**config.mk**
```make
export PLATFORM = sky130hd
export DESIGN_NAME = level_meter_flat
export DESIGN_NICKNAME = d
export VERILOG_FILES = /design/src/rtl/level_meter_if.sv /design/src/rtl/level_meter.sv /design/src/flat_wrapper.sv
export SDC_FILE = /design/constraint.sdc
export NUM_CORES = 1
export LEC_CHECK = 0
export CAP_MARGIN = 20
export CORE_ASPECT_RATIO = 0.6
export CORE_MARGIN = 2
export CORE_UTILIZATION = 47
export DETAILED_ROUTE_END_ITERATION = 10
export PLACE_DENSITY = 0.69
export SLEW_MARGIN = 20
export SYNTH_ARGS = -nofsm -noshare
export SYNTH_HDL_FRONTEND = slang
export SYNTH_SLANG_ARGS = --single-unit
```
**constraint.sdc**
```tcl
create_clock -name clk -period 3.5 [get_ports clk]
set_clock_uncertainty 0.2 [all_clocks]
set_input_delay 0.525 -clock clk [delete_from_list [all_inputs] [get_ports clk]]
set_output_delay 0.525 -clock clk [all_outputs]
set_load 0.05 [all_outputs]
```
**src/rtl/level_meter_if.sv**
```systemverilog
// Sample-in / level-out bundle between a sample source and level_meter.
// The master drives samples and observes the display strobe, level and clip.
interface level_meter_if #(
  parameter int SAMPLE_WIDTH = 12,
  parameter int IN_WIDTH     = 8
);
  logic                    in_valid;
  logic [SAMPLE_WIDTH-1:0] sample;
  logic                    en;
  logic [IN_WIDTH-1:0]     data;
  logic                    clip;

  modport master (output in_valid, sample, input en, data, clip);
  modport slave  (input in_valid, sample, output en, data, clip);
endinterface

```
**src/rtl/level_meter.sv**
```systemverilog
// Peak-hold level meter with linear decay feeding an LED bar display.
// Optional clip indicator is built only when LEVEL_METER_CLIP_EN is defined.
module level_meter #(
  parameter int SAMPLE_WIDTH = 12,
  parameter int IN_WIDTH     = 8,
  parameter int UPDATE_DIV   = 1000,
  parameter int HOLD_UPDATES = 8,
  parameter int DECAY_STEP   = 1
) (
  input  logic         clk,
  input  logic         rst,
  level_meter_if.slave bus
);

  localparam int MAG_W  = SAMPLE_WIDTH - 1;
  localparam int CNT_W  = (UPDATE_DIV > 1) ? $clog2(UPDATE_DIV) : 1;
  localparam int HOLD_W = (HOLD_UPDATES > 0) ? $clog2(HOLD_UPDATES + 1) : 1;

  localparam logic [CNT_W-1:0]    CNT_LAST  = CNT_W'(UPDATE_DIV - 1);
  localparam logic [HOLD_W-1:0]   HOLD_LOAD = HOLD_W'(HOLD_UPDATES);
  localparam logic [IN_WIDTH-1:0] STEP      = IN_WIDTH'(DECAY_STEP);

  localparam logic [0:0] ST_DECAY = 1'b0;
  localparam logic [0:0] ST_HOLD  = 1'b1;

  logic [SAMPLE_WIDTH-1:0] neg_sample;
  logic [MAG_W-1:0]        mag;
  logic [IN_WIDTH-1:0]     lvl;

  logic [CNT_W-1:0]    cnt_q, cnt_d;
  logic                tick;
  logic [0:0]          state_q, state_d;
  logic [IN_WIDTH-1:0] peak_q, peak_d;
  logic [HOLD_W-1:0]   hold_q, hold_d;
  logic                capture;
  logic                en_q, en_d;
  logic [IN_WIDTH-1:0] data_q, data_d;

  // Negating the most-negative code leaves the sign bit set; that case saturates.
  always_comb begin
    neg_sample = -bus.sample;
    if (bus.sample[SAMPLE_WIDTH-1]) begin
      if (neg_sample[SAMPLE_WIDTH-1]) begin
        mag = '1;
      end else begin
        mag = neg_sample[MAG_W-1:0];
      end
    end else begin
      mag = bus.sample[MAG_W-1:0];
    end
    lvl = IN_WIDTH'(mag >> (MAG_W - IN_WIDTH));
  end

  assign tick    = (cnt_q == CNT_LAST);
  assign cnt_d   = tick ? '0 : cnt_q + 1'b1;
  assign capture = bus.in_valid && (lvl >= peak_q);

  always_comb begin
    state_d = state_q;
    peak_d  = peak_q;
    hold_d  = hold_q;
    if (capture) begin
      // A capture on a tick cycle swallows that tick's hold/decay step.
      peak_d  = lvl;
      hold_d  = HOLD_LOAD;
      state_d = ST_HOLD;
    end else if (tick) begin
      if (state_q == ST_HOLD) begin
        if (hold_q != '0) begin
          hold_d = hold_q - 1'b1;
        end
        if (hold_q <= 1) begin
          state_d = ST_DECAY;
        end
      end else begin
        peak_d = (peak_q > STEP) ? peak_q - STEP : '0;
      end
    end
  end

  assign en_d   = tick;
  assign data_d = tick ? peak_d : data_q;

  always_ff @(posedge clk or negedge rst) begin
    if (!rst) begin
      cnt_q   <= '0;
      state_q <= ST_DECAY;
      peak_q  <= '0;
      hold_q  <= '0;
      en_q    <= 1'b0;
      data_q  <= '0;
    end else begin
      cnt_q   <= cnt_d;
      state_q <= state_d;
      peak_q  <= peak_d;
      hold_q  <= hold_d;
      en_q    <= en_d;
      data_q  <= data_d;
    end
  end

  assign bus.en   = en_q;
  assign bus.data = data_q;

`ifdef LEVEL_METER_CLIP_EN
  localparam logic [SAMPLE_WIDTH-1:0] MAX_POS  = {1'b0, {(SAMPLE_WIDTH-1){1'b1}}};
  localparam logic [SAMPLE_WIDTH-1:0] MOST_NEG = {1'b1, {(SAMPLE_WIDTH-1){1'b0}}};

  logic              clip_event;
  logic              clip_q, clip_d;
  logic [HOLD_W-1:0] clip_cnt_q, clip_cnt_d;

  assign clip_event = bus.in_valid && ((bus.sample == MAX_POS) || (bus.sample == MOST_NEG));

  always_comb begin
    clip_d     = clip_q;
    clip_cnt_d = clip_cnt_q;
    if (clip_event) begin
      clip_d     = 1'b1;
      clip_cnt_d = HOLD_LOAD;
    end else if (tick && (clip_cnt_q != '0)) begin
      clip_cnt_d = clip_cnt_q - 1'b1;
      if (clip_cnt_q == 1) begin
        clip_d = 1'b0;
      end
    end
  end

  always_ff @(posedge clk or negedge rst) begin
    if (!rst) begin
      clip_q     <= 1'b0;
      clip_cnt_q <= '0;
    end else begin
      clip_q     <= clip_d;
      clip_cnt_q <= clip_cnt_d;
    end
  end

  assign bus.clip = clip_q;
`else
  assign bus.clip = 1'b0;
`endif

endmodule

```
**src/flat_wrapper.sv**
```systemverilog
// flat-port wrapper written by rule: the top's interface ports become plain ports
module level_meter_flat 
#(
  parameter int SAMPLE_WIDTH = 12,
  parameter int IN_WIDTH     = 8,
  parameter int UPDATE_DIV   = 1000,
  parameter int HOLD_UPDATES = 8,
  parameter int DECAY_STEP   = 1
)
  (clk, rst, bus_in_valid, bus_sample, bus_en, bus_data, bus_clip);
  level_meter_if #(.SAMPLE_WIDTH(SAMPLE_WIDTH), .IN_WIDTH(IN_WIDTH)) bus_i ();
  input  logic clk;
  input  logic rst;
  input wire logic [$bits(bus_i.in_valid)-1:0] bus_in_valid;
  input wire logic [$bits(bus_i.sample)-1:0] bus_sample;
  output wire logic [$bits(bus_i.en)-1:0] bus_en;
  output wire logic [$bits(bus_i.data)-1:0] bus_data;
  output wire logic [$bits(bus_i.clip)-1:0] bus_clip;
  assign bus_i.in_valid = bus_in_valid;
  assign bus_i.sample = bus_sample;
  assign bus_en = bus_i.en;
  assign bus_data = bus_i.data;
  assign bus_clip = bus_i.clip;
  level_meter #(.SAMPLE_WIDTH(SAMPLE_WIDTH), .IN_WIDTH(IN_WIDTH), .UPDATE_DIV(UPDATE_DIV), .HOLD_UPDATES(HOLD_UPDATES), .DECAY_STEP(DECAY_STEP)) u_core (.clk(clk), .rst(rst), .bus(bus_i));
endmodule
```
==> reports/results.ini, run 1 <==
[placement]
io_buffers=23
hpwl_um=3770
place_ws_ps=-600
place_congestion=0.808

[sta]
drv_slew=0
final-setup-viol-count=0
worst_slack_ps=37.9
hold_viol=0
fin_crit_sh_pct=98.9
fmax_mhz=289
period_minus_slack_ps=3460
tightest_slew_ps=857
maxSlewHeadroom_pct=42.4
finalSetupTns_ps=0
rsz0062_at_grt=true

[die]
die_y_um=56.6
die_w_um=91.6
initial_core_util_pct=48.1
dieArea_um2=5180
core_um2=4490
num_io_pins=25
row_count=19

[final_layout]
drive_above_1_share_pct=24.3
nets=320
fin_util_pct=63.4
antenna_cells=0
syn_to_final_growth_pct=31.8
num-fill-cells=379

[setup_path]
crit_arrival_ps=3430
crit_type=in2reg
worst-path-stages=11
path_buf_inv=2
cp-end-kind=flop
path_max_fanout=4
start_kind=input port
crit_path_cell_trace=buf_6 -> or4_4 -> buf_6 -> nor4_4 -> o21ai_2 -> ha_1 -> nand2b_4 -> a2111o_1 -> a32oi_4 -> mux2_4 -> mux2_4
max_stage_delay_ps=540
worstPathRequired_ps=3470
crit_slowest_cell=or4_4
reg2reg_depth=7
critPathTopFamily=simple AND/OR/NAND/NOR gates

[global_routing]
antenna_found_initial=0
grt_pass1_wl_um=8830
overflow=0
grt_max_degree=33
grt_pass1_vias=1839
grt.total_usage_pct=21.6

[yosys]
ys_ff_latch=32
synth_seq_area_share_pct=37.0
yosys.area_share.simple_pct=22.3
synth_edf_count=0
synth_fa_ha_area_share_pct=8.10
synth-main-ff-cell=dfrtp_1
syn-cell-area_um2=2160
synth_compound_area_share_pct=16.0
syn_inst=232
ys_async_sr_fraction_pct=100
syn-num-nets=261
yosys_warnings=0
avgSynthCellArea_um2=9.32
muxShareOfSynthArea_pct=8.33
synth-xor-area-share_pct=4.05
synth_top_family_by_area=simple AND/OR/NAND/NOR gates
yosysUniqueCellTypes=53

[detailed_routing]
drc=0
ant_nets=0
drt_iter0_drc=123
wl_per_cell_um=14.3
dr.pass1.iters=4
viasPerCell=5.35
wl_um=5070
num_vias=1901

[power]
leakage_nw=1.27
total_power_mw=1.29
power_density_nw_per_um2=451
ir_worst_vdd_mv=0.287

[flow_run]
drv_cap=0

[cts]
insertion_delay_ps=280
clkTransAtPathRegs_ps=60
tritoncts=done
clock-sinks=32
postCtsHoldBufs=0
cts_root_buffer=clkbuf_8
htreeDepth=2
cts_buffers=5
clockBufferDepth=2

[min_path]
min_path_type=reg2reg
whs_path_depth=1

[run_status]
status=finished clean

## worst paths after layout
check | start | endpoint | slack (ps)
hold / removal | u_core.cnt_q[0] | u_core.cnt_q[0] | 270
max in group asynchronous | rst | u_core.hold_q[0] | 2370
setup / recovery | bus_sample[8] | u_core.bus.data[1] | 40
min in group asynchronous | rst | u_core.cnt_q[3] | 440
setup reg to reg | u_core.peak_q[0] | u_core.bus.data[4] | 760
hold reg to reg | u_core.cnt_q[0] | u_core.cnt_q[0] | 270
## repair_timing
action	4_1_cts	5_1_grt
pin swaps	7	7
hold endpoints to repair	0	0
setup buffers	3	1
resized for setup	31	10
endpoints found under the setup margin	15	7
## worst reg2reg max path: cells and delay by family, from the launching register on
| kind | cells | cell delay, ps |
|---|---|---|
| simple gates | 2 | 730 |
| buf+inv | 1 | 160 |
| mux | 3 | 880 |
| flops | 1 | 450 |
| fa+ha+maj | 1 | 210 |
## cells in the final DEF, fill, tap and decap left out, drive strengths merged, types with 9 or more instances in the layout
master         instances
buf                   41
dfrtp                 32
nor2                  23
clkdlybuf4s50         15
inv                   14
ha                    14
nand2                 12
a21oi                 10
o21ai                 10
mux2                  10
nor3                   9
nand3                  9
## registers in the layout, indices dropped and copies added (netlist names)
register,count
u_core.cnt_q,10
u_core.hold_q,4
u_core.bus.data,8
u_core.bus.en,1
u_core.state_q,1
u_core.peak_q,8
## routing by layer
layer	GRT usage [%]	up-vias	wire length [µm]
li1	-	965	-
met1	33.8	896	2720
met2	29.6	40	2040
met3	6.58	0	311
met4	2.60	0	0
met5	0	-	0
## synth_stat cells (all sizes together), types with 5 or more instances
cell type	number	area (µm²)
dfrtp	32	801
ha	14	175
o31ai	5	37.5
inv	14	52.6
xnor2	5	43.8
nor4	6	37.5
xor2	5	43.8
mux2	10	120
a31oi	8	50.1
nor2	23	86.3
nor3	9	45.0
o21ai	10	50.1
a21oi	10	61.3
and2	5	31.3
and3	5	31.3
mux2i	6	60.1
nand3	9	50.1
nand2	12	45.0
## cell families after synthesis
family | count (synthesis)
other | 1
buffers and inverters | 21
multiplexers | 16
XOR/XNOR | 10
AND/OR/NAND/NOR | 89
AO/OA/AOI/OAI | 49
flip-flops | 32
adder cells (fa/ha/maj) | 14
## layout make-up
| type | count | area, µm² | share of cell area (%) |
|---|---|---|---|
| clock buffers | 8 | 90.1 | 3.16 |
| multi-input cells | 179 | 1330 | 46.8 |
| well taps | 63 | 78.8 | 2.77 |
| repair buffers | 59 | 495 | 17.4 |
| flip-flops and latches | 32 | 801 | 28.1 |
| inverters | 14 | 52.6 | 1.84 |
## power by group
group	internal (mW)	switching, mW	leakage [nW]
sequential	0.416	0.0616	0.378
combinational	0.251	0.269	0.844
clock	0.160	0.128	0.0455
## metrics by stage
| stage | std cells | area [µm²] | hold WS, ps |
|---|---|---|---|
| after floorplan | 232 | 2170 | 29.4 |
| after global placement | 344 | 2690 | 258 |
| after detailed placement | 344 | 2690 | 266 |
| after CTS | 355 | 2810 | 275 |
| after global routing | 355 | 2850 | 295 |
| final | 355 | 2850 | 267 |
Power figures use the tool's default switching activity.
==> inputs of run 2 (changes only) <==
--- a/config.mk
+++ b/config.mk
@@ -7,8 +7,9 @@
 export LEC_CHECK = 0
 export CAP_MARGIN = 20
 export CORE_ASPECT_RATIO = 0.6
-export CORE_MARGIN = 2
+export CORE_MARGIN = 3
 export CORE_UTILIZATION = 47
+export CTS_CLUSTER_DIAMETER = 50
 export DETAILED_ROUTE_END_ITERATION = 10
 export PLACE_DENSITY = 0.69
 export SLEW_MARGIN = 20
==> run 2 against run 1 <==
Net effect:
- sequential share of layout area decreased by 0.22 points
- worst setup slack improved by 9.3 ps
- clock power increased by 2%
- largest power group unchanged
- highest routed layer is now met4
- critical path depth unchanged
- first-iteration DRC count decreased by 6.5%
- sequential power about the same
- non-clock buffer count increased by 3
- die area increased by 5.8%
- global-route usage decreased by 0.67 points
- count of clock-buffer cells in the layout unchanged
- register-to-register slack about the same
- worst hold slack about the same
==> reports/results.ini, run 2 (synthesis gave the netlist of run 1 again) <==
[global_routing]
grt_max_degree=33  ; unchanged
grt.total_usage_pct=20.9  ; was 21.6%
overflow=0  ; unchanged
antenna_found_initial=0  ; unchanged
grt_pass1_wl_um=8970  ; was 8830 µm
grt_pass1_vias=1910  ; was 1839

[cts]
postCtsHoldBufs=0  ; unchanged
tritoncts=done  ; unchanged
cts_root_buffer=clkbuf_8  ; unchanged
clkTransAtPathRegs_ps=70  ; was 60 ps
clockBufferDepth=2  ; unchanged
cts_buffers=5  ; unchanged
insertion_delay_ps=280  ; about the same
clock-sinks=32  ; unchanged
htreeDepth=2  ; unchanged

[setup_path]
crit_type=in2reg  ; unchanged
crit_arrival_ps=3420  ; was 3430 ps
crit_start=bus_sample[10]  ; was bus_sample[8]
reg2reg_to=u_core.bus.data[4]  ; unchanged
start_kind=input port  ; unchanged
worstPathRequired_ps=3470  ; about the same
timing.rr.start=u_core.peak_q[0]  ; unchanged
cp-end-kind=flop  ; unchanged
cp-endpoint=u_core.bus.data[1]  ; unchanged
reg2reg_depth=7  ; unchanged
reg2reg_slack_ps=750  ; was 760 ps
path_max_fanout=4  ; unchanged

[die]
num_io_pins=25  ; unchanged
die_w_um=93.6  ; was 91.6 µm
row_count=18  ; was 19
dieArea_um2=5480  ; was 5180 µm²
core_um2=4260  ; was 4490 µm²
initial_core_util_pct=50.8  ; was 48.1%
die_y_um=58.6  ; was 56.6 µm

[final_layout]
fin_util_pct=67.5  ; was 63.4%
syn_to_final_growth_pct=32.8  ; was 31.8%
drive_above_1_share_pct=26.1  ; was 24.3%
multi_input_area_um2=1340  ; was 1330 µm²
layout_commonest_cell=buf_4  ; unchanged
max_flop_register=u_core.cnt_q  ; unchanged
final_cell_mix=38 x buf_4, 32 x dfrtp_1, 23 x nor2_1  ; was 34 x buf_4, 32 x dfrtp_1, 23 x nor2_1
antenna_cells=0  ; unchanged
largest_register_ffs=10  ; unchanged
final-seq-area_um2=801  ; unchanged
nets=323  ; was 320
num-fill-cells=320  ; was 379

[detailed_routing]
wl_per_cell_um=15.2  ; was 14.3 µm
drt_iter0_drc=115  ; was 123
dr.pass1.iters=4  ; unchanged
drc=0  ; unchanged
viasPerCell=5.61  ; was 5.35
ant_nets=0  ; unchanged
wl_um=5380  ; was 5070 µm
num_vias=1990  ; was 1901

[sta]
drv_slew=0  ; unchanged
hold_viol=0  ; unchanged
final-setup-viol-count=0  ; unchanged
fmax_mhz=290  ; was 289 MHz
rsz0062_at_grt=true  ; unchanged
worst_slack_ps=47.2  ; was 37.9 ps
maxSlewHeadroom_pct=50.1  ; was 42.4%
tightest_slew_ps=742  ; was 857 ps
fin_crit_sh_pct=98.7  ; was 98.9%
period_minus_slack_ps=3450  ; was 3460 ps

[placement]
io_buffers=23  ; unchanged
place_ws_ps=-589  ; was -600 ps
hpwl_um=4070  ; was 3770 µm
place_congestion=0.856  ; was 0.808

[min_path]
min_path_type=reg2reg  ; unchanged
holdCritStartpoint=u_core.cnt_q[0]  ; unchanged

[power]
power_density_nw_per_um2=461  ; was 451 nW/µm²
leakage_nw=1.29  ; was 1.27 nW
ir_worst_vdd_mv=0.220  ; was 0.287 mV
total_power_mw=1.32  ; was 1.29 mW

[flow_run]
drv_cap=0  ; unchanged

[run_status]
status=finished clean  ; unchanged

run 2: how the worst min path moves through the flow:
stage	depth (start not counted)	endpoint	slack [ps]
global route	1	u_core.cnt_q[0]	290
floorplan	0	u_core.bus.data[0]	30
detailed placement	1	u_core.cnt_q[0]	260
global placement	1	u_core.cnt_q[0]	260
CTS	1	u_core.cnt_q[0]	270
finish	1	u_core.cnt_q[0]	270
run 2: through the flow:
step	std cells	TNS, ps	hold WS, ps	instance area (µm²)
2_1_floorplan	232	-109	29.4	2170
3_3_place_gp	343	-6140	259	2700
3_5_place_dp	343	-7760	265	2700
4_1_cts	353	-4.07	273	2810
5_1_grt	355	-15.8	293	2870
6_report	355	0	267	2870
run 2: critical path, cell delays in order:
cell,delay (ps)
buf_6,90
or4_4,550
buf_6,150
nor4_4,260
o21ai_2,80
ha_1,290
nand2b_4,140
a2111o_1,460
a32oi_4,280
mux2_4,340
mux2_4,260
run 2: cell type report:
cell class | instances | area share, %
Tap cell | 60 | 2.61
Sequential cell | 32 | 27.9
Inverter | 14 | 1.83
Timing Repair Buffer | 62 | 17.9
Multi-Input combinational cell | 179 | 46.6
Clock buffer | 8 | 3.14
run 2: report_power, final:
| group | switching, mW | total, mW | leakage, nW | internal [mW] |
|---|---|---|---|---|
| Combinational | 0.278 | 0.548 | 0.863 | 0.270 |
| Clock | 0.134 | 0.294 | 0.0455 | 0.160 |
| Sequential | 0.0651 | 0.481 | 0.378 | 0.416 |
| Total | 0.477 | 1.32 | 1.29 | 0.846 |
run 2: metal layers:
metal  global-route usage [%]  wire (µm)
met5                        0          0
met3                     5.62        395
met1                     32.2       2800
met2                     29.4       2160
met4                     4.12         22
run 2: repair_timing:
item | 4_1_cts | 5_1_grt
resized for setup | 30 | 14
buffers inserted | 2 | 2
endpoints found under the setup margin | 15 | 10
pin swaps | 7 | 6
